`src/rtl/sfp_frame_tx.sv`:
```
// sfp_frame_tx: test-frame transmitter for the SFP link test path.
//
// On an accepted start the block emits N_HEADER header words, PAYLOAD_LEN
// incrementing payload words (seed, seed+1, ...) and one checksum trailer
// (modular sum of the payload words). It then holds tx_valid low for GAP_LEN
// cycles so the receiver sees a clean falling edge between frames.
//
// Optional build macro SFP_TX_FRAMENUM_EN: inserts one frame-number word
// (frame_cnt at frame start, zero-extended) between header and payload. That
// word is excluded from the checksum.
//
// Ports:
//   clk        system clock, rising edge
//   rst        asynchronous active-high reset
//   start      frame request, sampled only while idle
//   seed       first payload word, latched on accepted start
//   tx_data    transmitted word (IDLE_WORD when tx_valid=0), registered
//   tx_valid   high for every frame word, registered
//   busy       high from the cycle after accepted start until back in idle
//   done       one-cycle pulse on the first gap cycle
//   frame_cnt  completed-frame counter, wraps at 16 bits

module sfp_frame_tx #(
    parameter int unsigned       DATA_W      = 16,
    parameter int unsigned       N_HEADER    = 6,
    parameter logic [DATA_W-1:0] HEADER_WORD = 16'hBCBC,
    parameter logic [DATA_W-1:0] IDLE_WORD   = 16'h0000,
    parameter int unsigned       PAYLOAD_LEN = 64,
    parameter int unsigned       GAP_LEN     = 2
) (
    input  logic              clk,
    input  logic              rst,
    input  logic              start,
    input  logic [DATA_W-1:0] seed,
    output logic [DATA_W-1:0] tx_data,
    output logic              tx_valid,
    output logic              busy,
    output logic              done,
    output logic [15:0]       frame_cnt
);

    localparam int unsigned CNT_MAX_HP = (N_HEADER > PAYLOAD_LEN) ? N_HEADER : PAYLOAD_LEN;
    localparam int unsigned CNT_MAX    = (CNT_MAX_HP > GAP_LEN) ? CNT_MAX_HP : GAP_LEN;
    localparam int unsigned CNT_W      = $clog2(CNT_MAX + 1);

    // Terminal counts: the counter holds the index of the word on the output.
    localparam logic [CNT_W-1:0] HDR_LAST = CNT_W'(N_HEADER - 1);
    localparam logic [CNT_W-1:0] PAY_LAST = CNT_W'(PAYLOAD_LEN - 1);
    localparam logic [CNT_W-1:0] GAP_LAST = CNT_W'(GAP_LEN - 1);

    typedef enum logic [2:0] {
        StIdle,
        StHeader,
        StFnum,
        StPayload,
        StTrailer,
        StGap
    } state_e;

    state_e            state_q, state_d;
    logic [CNT_W-1:0]  cnt_q, cnt_d;
    logic [DATA_W-1:0] seed_q, seed_d;
    logic [DATA_W-1:0] word_q, word_d;
    logic [DATA_W-1:0] csum_q, csum_d;
    logic [DATA_W-1:0] tx_data_q, tx_data_d;
    logic              tx_valid_q, tx_valid_d;
    logic              busy_q, busy_d;
    logic              done_q, done_d;
    logic [15:0]       frame_cnt_q, frame_cnt_d;
    logic [DATA_W-1:0] next_word;

    assign next_word = word_q + DATA_W'(1);

    always_ff @(posedge clk or posedge rst) begin
        if (rst) begin
            state_q     <= StIdle;
            cnt_q       <= '0;
            seed_q      <= '0;
            word_q      <= '0;
            csum_q      <= '0;
            tx_data_q   <= IDLE_WORD;
            tx_valid_q  <= 1'b0;
            busy_q      <= 1'b0;
            done_q      <= 1'b0;
            frame_cnt_q <= '0;
        end else begin
            state_q     <= state_d;
            cnt_q       <= cnt_d;
            seed_q      <= seed_d;
            word_q      <= word_d;
            csum_q      <= csum_d;
            tx_data_q   <= tx_data_d;
            tx_valid_q  <= tx_valid_d;
            busy_q      <= busy_d;
            done_q      <= done_d;
            frame_cnt_q <= frame_cnt_d;
        end
    end

    // Outputs are registered: each branch computes the word that appears on
    // tx_data during the state being entered.
    always_comb begin
        state_d     = state_q;
        cnt_d       = cnt_q;
        seed_d      = seed_q;
        word_d      = word_q;
        csum_d      = csum_q;
        tx_data_d   = IDLE_WORD;
        tx_valid_d  = 1'b0;
        busy_d      = busy_q;
        done_d      = 1'b0;
        frame_cnt_d = frame_cnt_q;

        unique case (state_q)
            StIdle: begin
                busy_d = 1'b0;
                if (start) begin
                    state_d    = StHeader;
                    cnt_d      = '0;
                    seed_d     = seed;
                    tx_valid_d = 1'b1;
                    tx_data_d  = HEADER_WORD;
                    busy_d     = 1'b1;
                end
            end
            StHeader: begin
                tx_valid_d = 1'b1;
                if (cnt_q == HDR_LAST) begin
                    cnt_d = '0;
`ifdef SFP_TX_FRAMENUM_EN
                    state_d   = StFnum;
                    tx_data_d = DATA_W'(frame_cnt_q);
`else
                    state_d   = StPayload;
                    tx_data_d = seed_q;
                    word_d    = seed_q;
                    csum_d    = seed_q;
`endif
                end else begin
                    cnt_d     = cnt_q + CNT_W'(1);
                    tx_data_d = HEADER_WORD;
                end
            end
            StFnum: begin
                state_d    = StPayload;
                tx_valid_d = 1'b1;
                tx_data_d  = seed_q;
                word_d     = seed_q;
                csum_d     = seed_q;
            end
            StPayload: begin
                tx_valid_d = 1'b1;
                if (cnt_q == PAY_LAST) begin
                    // csum_q already includes the last payload word.
                    state_d   = StTrailer;
                    cnt_d     = '0;
                    tx_data_d = csum_q;
                end else begin
                    cnt_d     = cnt_q + CNT_W'(1);
                    word_d    = next_word;
                    csum_d    = csum_q + next_word;
                    tx_data_d = next_word;
                end
            end
            StTrailer: begin
                state_d     = StGap;
                cnt_d       = '0;
                done_d      = 1'b1;
                frame_cnt_d = frame_cnt_q + 16'd1;
            end
            StGap: begin
                if (cnt_q == GAP_LAST) begin
                    state_d = StIdle;
                    cnt_d   = '0;
                    busy_d  = 1'b0;
                end else begin
                    cnt_d = cnt_q + CNT_W'(1);
                end
            end
            default: begin
                state_d = StIdle;
                busy_d  = 1'b0;
            end
        endcase
    end

    assign tx_data   = tx_data_q;
    assign tx_valid  = tx_valid_q;
    assign busy      = busy_q;
    assign done      = done_q;
    assign frame_cnt = frame_cnt_q;

endmodule

```
`config.mk`:
```
export PLATFORM = sky130hd
export DESIGN_NAME = sfp_frame_tx
export DESIGN_NICKNAME = d
export VERILOG_FILES = /design/src/rtl/sfp_frame_tx.sv
export SDC_FILE = /design/constraint.sdc
export NUM_CORES = 1
export LEC_CHECK = 0
export BUFFER_PORTS_ARGS = -buffer_cell sky130_fd_sc_hd__buf_4
export CAP_MARGIN = 0
export CORE_AREA = 8 8 125 127
export DETAILED_ROUTE_END_ITERATION = 10
export DIE_AREA = 0 0 133 135
export PLACE_DENSITY = 0.64
export SYNTH_ARGS = -nofsm -noshare
export SYNTH_HDL_FRONTEND = slang
export SYNTH_SLANG_ARGS = --single-unit
```
`constraint.sdc`:
```
create_clock -name clk -period 6.4 [get_ports clk]
set_input_delay 0.64 -clock clk [delete_from_list [all_inputs] [get_ports clk]]
set_output_delay 0.64 -clock clk [all_outputs]
set_load 0.03 [all_outputs]
```
==> results of run 1 <==
-- placed cells by master (no fill, tap or decap), types with 9 or more instances in the layout --
cell type	synthesis	routed
nand3_1	17	17
dfrtp_1	93	93
inv_1	15	14
mux2i_1	11	11
a21o_1	10	10
xor2_1	20	20
clkbuf_16	0	9
ha_1	23	23
nor2_1	31	31
a21oi_1	39	39
nand2_1	61	61
xnor2_1	21	21
o21ai_0	49	49
buf_4	0	56
nand4_1	10	10
mux2_2	19	19
-- final cells by class --
class	instances	share of cell area, %
clock buffer	12	4.32
clock inverter	3	0.710
inverter	17	1.08
multi-input combinational	424	45.7
sequential	93	37.7
tap	180	3.65
timing repair buffer	56	6.82
-- sequential cells by signal, indices dropped and copies added, names as in the netlist --
register,cells
cnt_q,7
word_q,16
done,1
busy,1
tx_data,16
frame_cnt,16
tx_valid,1
state_q,3
seed_q,16
csum_q,16
-- layer usage --
layer	up-vias	global-route usage, %	routed length [um]
li1	2094	-	-
met2	116	25.4	6470
met1	2134	19.9	6170
met5	-	0	0
met3	23	3.34	663
met4	0	5.80	258
-- worst register-to-register path, delay by kind of cell (launching register included) --
| kind | cells | cell delay (ns) |
|---|---|---|
| simple gates | 3 | 0.40 |
| compound gates | 5 | 1.33 |
| xor+xnor | 2 | 0.42 |
| fa+ha+maj | 2 | 0.61 |
| flops | 1 | 0.46 |
-- cell families (layout without fill, tap and decap cells) --
group,Yosys count,after routing,share of synthesized area [%]
AND/OR/NAND/NOR,171,171,15.8
flip-flops,93,93,43.8
XOR/XNOR,41,41,6.76
AO/OA/AOI/OAI,158,158,18.6
buffers and inverters,44,88,3.16
adder cells (fa/ha/maj),24,24,5.80
multiplexers,30,30,6.10
-- stage by stage --
stage	hold slack (ns)	utilization, %	total power [mW]
global route	0.423	45.3	1.21
floorplan	0.459	-	0.608
global placement	0.467	43.0	0.621
finish	0.369	45.3	1.16
detailed placement	0.492	43.0	0.621
CTS	0.371	45.3	1.18
-- worst max-delay path by stage --
| stage | to | cells after the start | slack (ns) | from |
|---|---|---|---|---|
| after floorplan | busy$_DFFE_PP0P_ | 1 | 3.34 | rst |
| after global placement | csum_q[11]$_DFFE_PP0P_ | 12 | 3.23 | word_q[0]$_DFFE_PP0P_ |
| after detailed placement | csum_q[11]$_DFFE_PP0P_ | 12 | 3.16 | word_q[0]$_DFFE_PP0P_ |
| after CTS | csum_q[11]$_DFFE_PP0P_ | 12 | 3.10 | word_q[0]$_DFFE_PP0P_ |
| after global routing | csum_q[11]$_DFFE_PP0P_ | 12 | 2.82 | word_q[0]$_DFFE_PP0P_ |
| final | csum_q[11]$_DFFE_PP0P_ | 12 | 3.04 | word_q[0]$_DFFE_PP0P_ |
-- power by group --
part           total [mW]  internal (mW)  switching [mW]
registers           0.588          0.588               0
logic              0.0207        0.00748          0.0132
clock network       0.556          0.333           0.223
==> reports/metrics.cfg, run 1 <==
[critical_path]
crit_fanout = 8
path_class = register to register
crit_chain = ha_1 > nand3_1 > nor2_1 > nand2_1 > xnor2_1 > ha_1 > a21o_1 > a211oi_1 > o21bai_1 > a221oi_1 > xnor2_1 > o221ai_1
r2r_start = word_q[0]$_DFFE_PP0P_
r2r-end = csum_q[11]$_DFFE_PP0P_
critPathLaunchType = register
end_kind = register
path_buf_inv = 0
crit_path_top_delay_cell = dfrtp_1
cpPeakStageDelay_ns = 0.46
rr_worst_depth = 12
r2r_slack_ns = 3.04
arrival_ns = 3.56
cp.required_ns = 6.60
crit_family = compound AO/OA/AOI/OAI gates

[sta]
rsz0062_at_grt = false
worst_slew_pin_slew_ns = 1.14
finClkSkew_ns = 0.00690
max_slew_margin_pct = 23.6
setup_viol = 0
drv_slew = 0
fin_tns_setup_ns = 0
max_freq_mhz = 298
fin_crit_ns = 3.36
setup_ws_ns = 3.04
timing.final.crit_share_pct = 52.5
hold_viol_final = 0

[clocking]
root_buffer = clkbuf_16
clock_latency_ns = 0.35
cts_max_level = 3
cts_buffers = 9
cts_tree = done
cts_resized = 0
cts_hold_buf = 0
postCtsSetupRepairBufs = 0
cts_buffer_depth = 2
clk_pin_slew_ns = 0.06
clock_sinks = 93

[status]
outcome = complete, no violations

[floorplan]
num_io_pins = 54
initial_core_util_pct = 39.0
rows = 43
die_y_um = 135
dieWidth_um = 133
core_um2 = 13600
die_area_um2 = 18000

[drt]
drt_iter0_markers = 308
wirelength_um = 13600
drc_errors = 0
vias = 4367
via_per_inst = 5.56
drt-wirelength-per-cell_um = 17.3
dr.pass1.iters = 4
ant_nets = 0

[cells_and_area]
stdcell_count = 785
final_net_count = 644
postLayoutCellArea_um2 = 6170
drive_gt1_share_pct = 16.2
nFillCells = 1318
area_growth_pct = 16.1
diodes = 0
seqCellArea_um2 = 2330
multi_input_area_um2 = 2820

[global_route]
antenna_found_initial = 0
grt_pass1_vias = 4455
grt_pass1_wl_um = 22700
overflow = 0
track_usage_pct = 15.6
grt_max_degree = 60

[worst_hold_path]
hold_path.class = input port to asynchronous set/reset pin

[pwr]
power.static_leakage_nw = 2.90
vdd_drop_max_mv = 0.0930
powerDensity_nw_per_um2 = 189

[synth]
synth_area_um2 = 5310
netlist_top_cells_count = dfrtp_1, nand2_1, o21ai_0
ys_ff_latch = 93
synth_area_leaders = dfrtp_1, ha_1, o21ai_0
syn_avg_cell_area_um2 = 9.47
yosys.area.top_type = dfrtp_1
netlist.area_leader.share_pct = 43.8
ys_warn_count = 0
synth_cell_types = 58
yosysMostFrequentCell = dfrtp_1
ys.flop_type = dfrtp_1
synth-async-reset-ratio_pct = 100
synth_edf_count = 0
synth_seq_area_share_pct = 43.8
synth.net_count = 604
synthCells = 561

[placement]
numPortBuffers = 53
gp_congestion = 0.958
dpl_cell_area_um2 = 5860
dp_cells = 770
dpl_worst_slack_ns = 3.16
hpwl_um = 9680

[job]
max-cap-violations = 0

Power figures use the tool's default switching activity.
==> run 2: changes to the inputs <==
- PLACE_DENSITY: 0.64 -> 0.66
- clock period: 6.4 -> 2.97 ns (I/O delays scaled with it)
==> run 2 against run 1 <==
Clock power rose by 98%; sequential power rose by 120%; setup slack got worse by 3.0 ns.
==> reports/metrics.cfg, run 2 (synthesized netlist as in run 1, its figures left out) <==
[critical_path]
cp.required_ns = 3.21  ; was 6.60 ns
crit_chain = ha_2 > nand3_1 > nor2_2 > buf_4 > nand4_1 > xnor2_1 > ha_1 > a21oi_2 > o211ai_1 > a221o_1 > o211ai_1 > nand3_1 > nor3b_2  ; was ha_1 > nand3_1 > nor2_1 > nand2_1 > xnor2_1 > ha_1 > a21o_1 > a211oi_1 > o21bai_1 > a221oi_1 > xnor2_1 > o221ai_1
cp-startpoint = word_q[1]$_DFFE_PP0P_  ; was word_q[0]$_DFFE_PP0P_
rr_worst_depth = 13  ; was 12
crit_path_top_delay_cell = dfrtp_1  ; unchanged
crit_fanout = 3  ; was 8
critPathLaunchType = register  ; unchanged
path_class = register to register  ; unchanged
r2r_start = word_q[1]$_DFFE_PP0P_  ; was word_q[0]$_DFFE_PP0P_
r2r-end = csum_q[15]$_DFFE_PP0P_  ; was csum_q[11]$_DFFE_PP0P_
end_kind = register  ; unchanged
cpPeakStageDelay_ns = 0.38  ; was 0.46 ns
r2r_slack_ns = 0.06  ; was 3.04 ns
path_buf_inv = 1  ; was 0
arrival_ns = 3.15  ; was 3.56 ns
crit_family = compound AO/OA/AOI/OAI gates  ; unchanged

[drt]
via_per_inst = 5.55  ; was 5.56
vias = 4661  ; was 4367
wirelength_um = 14500  ; was 13600 um
ant_nets = 0  ; unchanged
dr.pass1.iters = 6  ; was 4
drt-wirelength-per-cell_um = 17.3  ; about the same
drc_errors = 0  ; unchanged
drt_iter0_markers = 303  ; was 308

[floorplan]
die_y_um = 135  ; unchanged
die_area_um2 = 18000  ; unchanged
rows = 43  ; unchanged
core_um2 = 13600  ; unchanged
num_io_pins = 54  ; unchanged
initial_core_util_pct = 39.0  ; unchanged
dieWidth_um = 133  ; unchanged

[sta]
timing.final.crit_share_pct = 97.9  ; was 52.5%
fin_crit_ns = 2.91  ; was 3.36 ns
finClkSkew_ns = 0.00816  ; was 0.00690 ns
rsz0062_at_grt = true  ; was false
setup_ws_ns = 0.0621  ; was 3.04 ns
hold_slack_ns = 0.0392  ; was 0.369 ns
max_freq_mhz = 344  ; was 298 MHz
worst_slew_pin_slew_ns = 0.772  ; was 1.14 ns
max_slew_margin_pct = 48.6  ; was 23.6%
hold_viol_final = 0  ; unchanged
drv_slew = 0  ; unchanged
setup_viol = 0  ; unchanged

[cells_and_area]
area_growth_pct = 26.8  ; was 16.1%
mostFrequentLayoutCell = buf_4  ; was dfrtp_1
stdcell_count = 840  ; was 785
diodes = 0  ; unchanged
final_cell_mix = buf_4, dfrtp_1, nand2_1  ; was dfrtp_1, nand2_1, buf_4
drive_gt1_share_pct = 27.4  ; was 16.2%
fin_util_pct = 49.5  ; was 45.3%
final_net_count = 698  ; was 644

[global_route]
track_usage_pct = 16.5  ; was 15.6%
grt_pass1_wl_um = 23900  ; was 22700 um
grt_pass1_vias = 4813  ; was 4455
overflow = 0  ; unchanged
grt_max_degree = 57  ; was 60
antenna_found_initial = 0  ; unchanged

[clocking]
cts_max_level = 3  ; unchanged
root_buffer = clkbuf_16  ; unchanged
clock_latency_ns = 0.36  ; was 0.35 ns
clk_pin_slew_ns = 0.07  ; was 0.06 ns
clock_sinks = 93  ; unchanged
cts_buffer_depth = 2  ; unchanged
cts_hold_buf = 0  ; unchanged
cts_tree = done  ; unchanged
cts_buffers = 9  ; unchanged

[pwr]
powerDensity_nw_per_um2 = 358  ; was 189 nW/um2
power_frac_seq_pct = 52.5  ; was 50.5%
p_sw_share_pct = 22.9  ; was 20.3%
switchingPower_mw = 0.552  ; was 0.236 mW
vdd_drop_max_mv = 0.238  ; was 0.0930 mV
p_int_mw = 1.86  ; was 0.928 mW
pwr-share-clk_pct = 45.6  ; was 47.7%
power_frac_comb_pct = 1.9  ; was 1.8%
total_power_mw = 2.41  ; was 1.16 mW
power.static_leakage_nw = 3.24  ; was 2.90 nW

[status]
outcome = complete, no violations  ; unchanged

[placement]
dpl_worst_slack_ns = 0.0323  ; was 3.16 ns
gp_congestion = 0.952  ; was 0.958
dp_cells = 814  ; was 770
hpwl_um = 10600  ; was 9680 um
numPortBuffers = 53  ; unchanged

[worst_hold_path]
hold_path.class = input port to asynchronous set/reset pin  ; unchanged

[job]
max-cap-violations = 0  ; unchanged

==> run 2: cell count changes in the layout (fill, tap and decap cells not counted), sizes merged <==
cell	delta
inv	+2
buf	+54
clkbuf	-2
bufinv	-1
clkinvlp	+2
==> run 2: area by class of cell <==
class | instances | area (um2)
Multi-Input combinational cell | 424 | 3000
Fill cell | 1272 | 6880
Inverter | 17 | 65.1
Clock buffer | 10 | 229
Clock inverter | 6 | 46.3
Tap cell | 180 | 225
Timing Repair Buffer | 110 | 838
Sequential cell | 93 | 2330
==> run 2: power by group through the flow <==
stage	clock, mW	sequential, mW	combinational, mW
floorplan	0	1.29	0.0189
global placement	0	1.29	0.0480
CTS	1.13	1.27	0.0493
global route	1.18	1.26	0.0539
detailed placement	0	1.29	0.0495
finish	1.10	1.27	0.0466
==> run 2: worst max path at each step <==
stage / end / slack, ns / cells past startpoint
after CTS: csum_q[15]$_DFFE_PP0P_ / 0.01 / 12
final: csum_q[15]$_DFFE_PP0P_ / 0.06 / 13
after floorplan: csum_q[15]$_DFFE_PP0P_ / 0.12 / 13
after detailed placement: csum_q[15]$_DFFE_PP0P_ / 0.03 / 11
after global placement: csum_q[11]$_DFFE_PP0P_ / 0.0004 / 13
after global routing: csum_q[15]$_DFFE_PP0P_ / -0.14 / 13
==> run 2: metrics by stage <==
step           setup TNS [ns]  cell area, um2
4_1_cts                     0            6470
3_3_place_gp                0            6200
2_1_floorplan               0            5310
3_5_place_dp                0            6200
6_report                    0            6730
5_1_grt                -0.310            6730
==> run 2: worst register-to-register path: cells and delay by family (launching register included) <==
family | cells | cell delay (ns)
xor+xnor | 1 | 0.24
fa+ha+maj | 2 | 0.52
compound gates | 4 | 0.87
flops | 1 | 0.38
buf+inv | 1 | 0.12
simple gates | 5 | 0.66
==> run 2: repair_timing <==
action	4_1_cts	5_1_grt
buffers inserted	0	10
endpoints found under the setup margin	0	5
gates resized for setup	0	36
==> run 2: metal layers <==
metal	track usage (%)	up-vias	wire length (um)	part of all wire, %
met4	8.14	0	386	2.7
met5	0	-	0	0
met1	19.8	2294	6440	44
met3	3.94	32	705	4.8
li1	-	2214	-	-
met2	27.3	121	7020	48
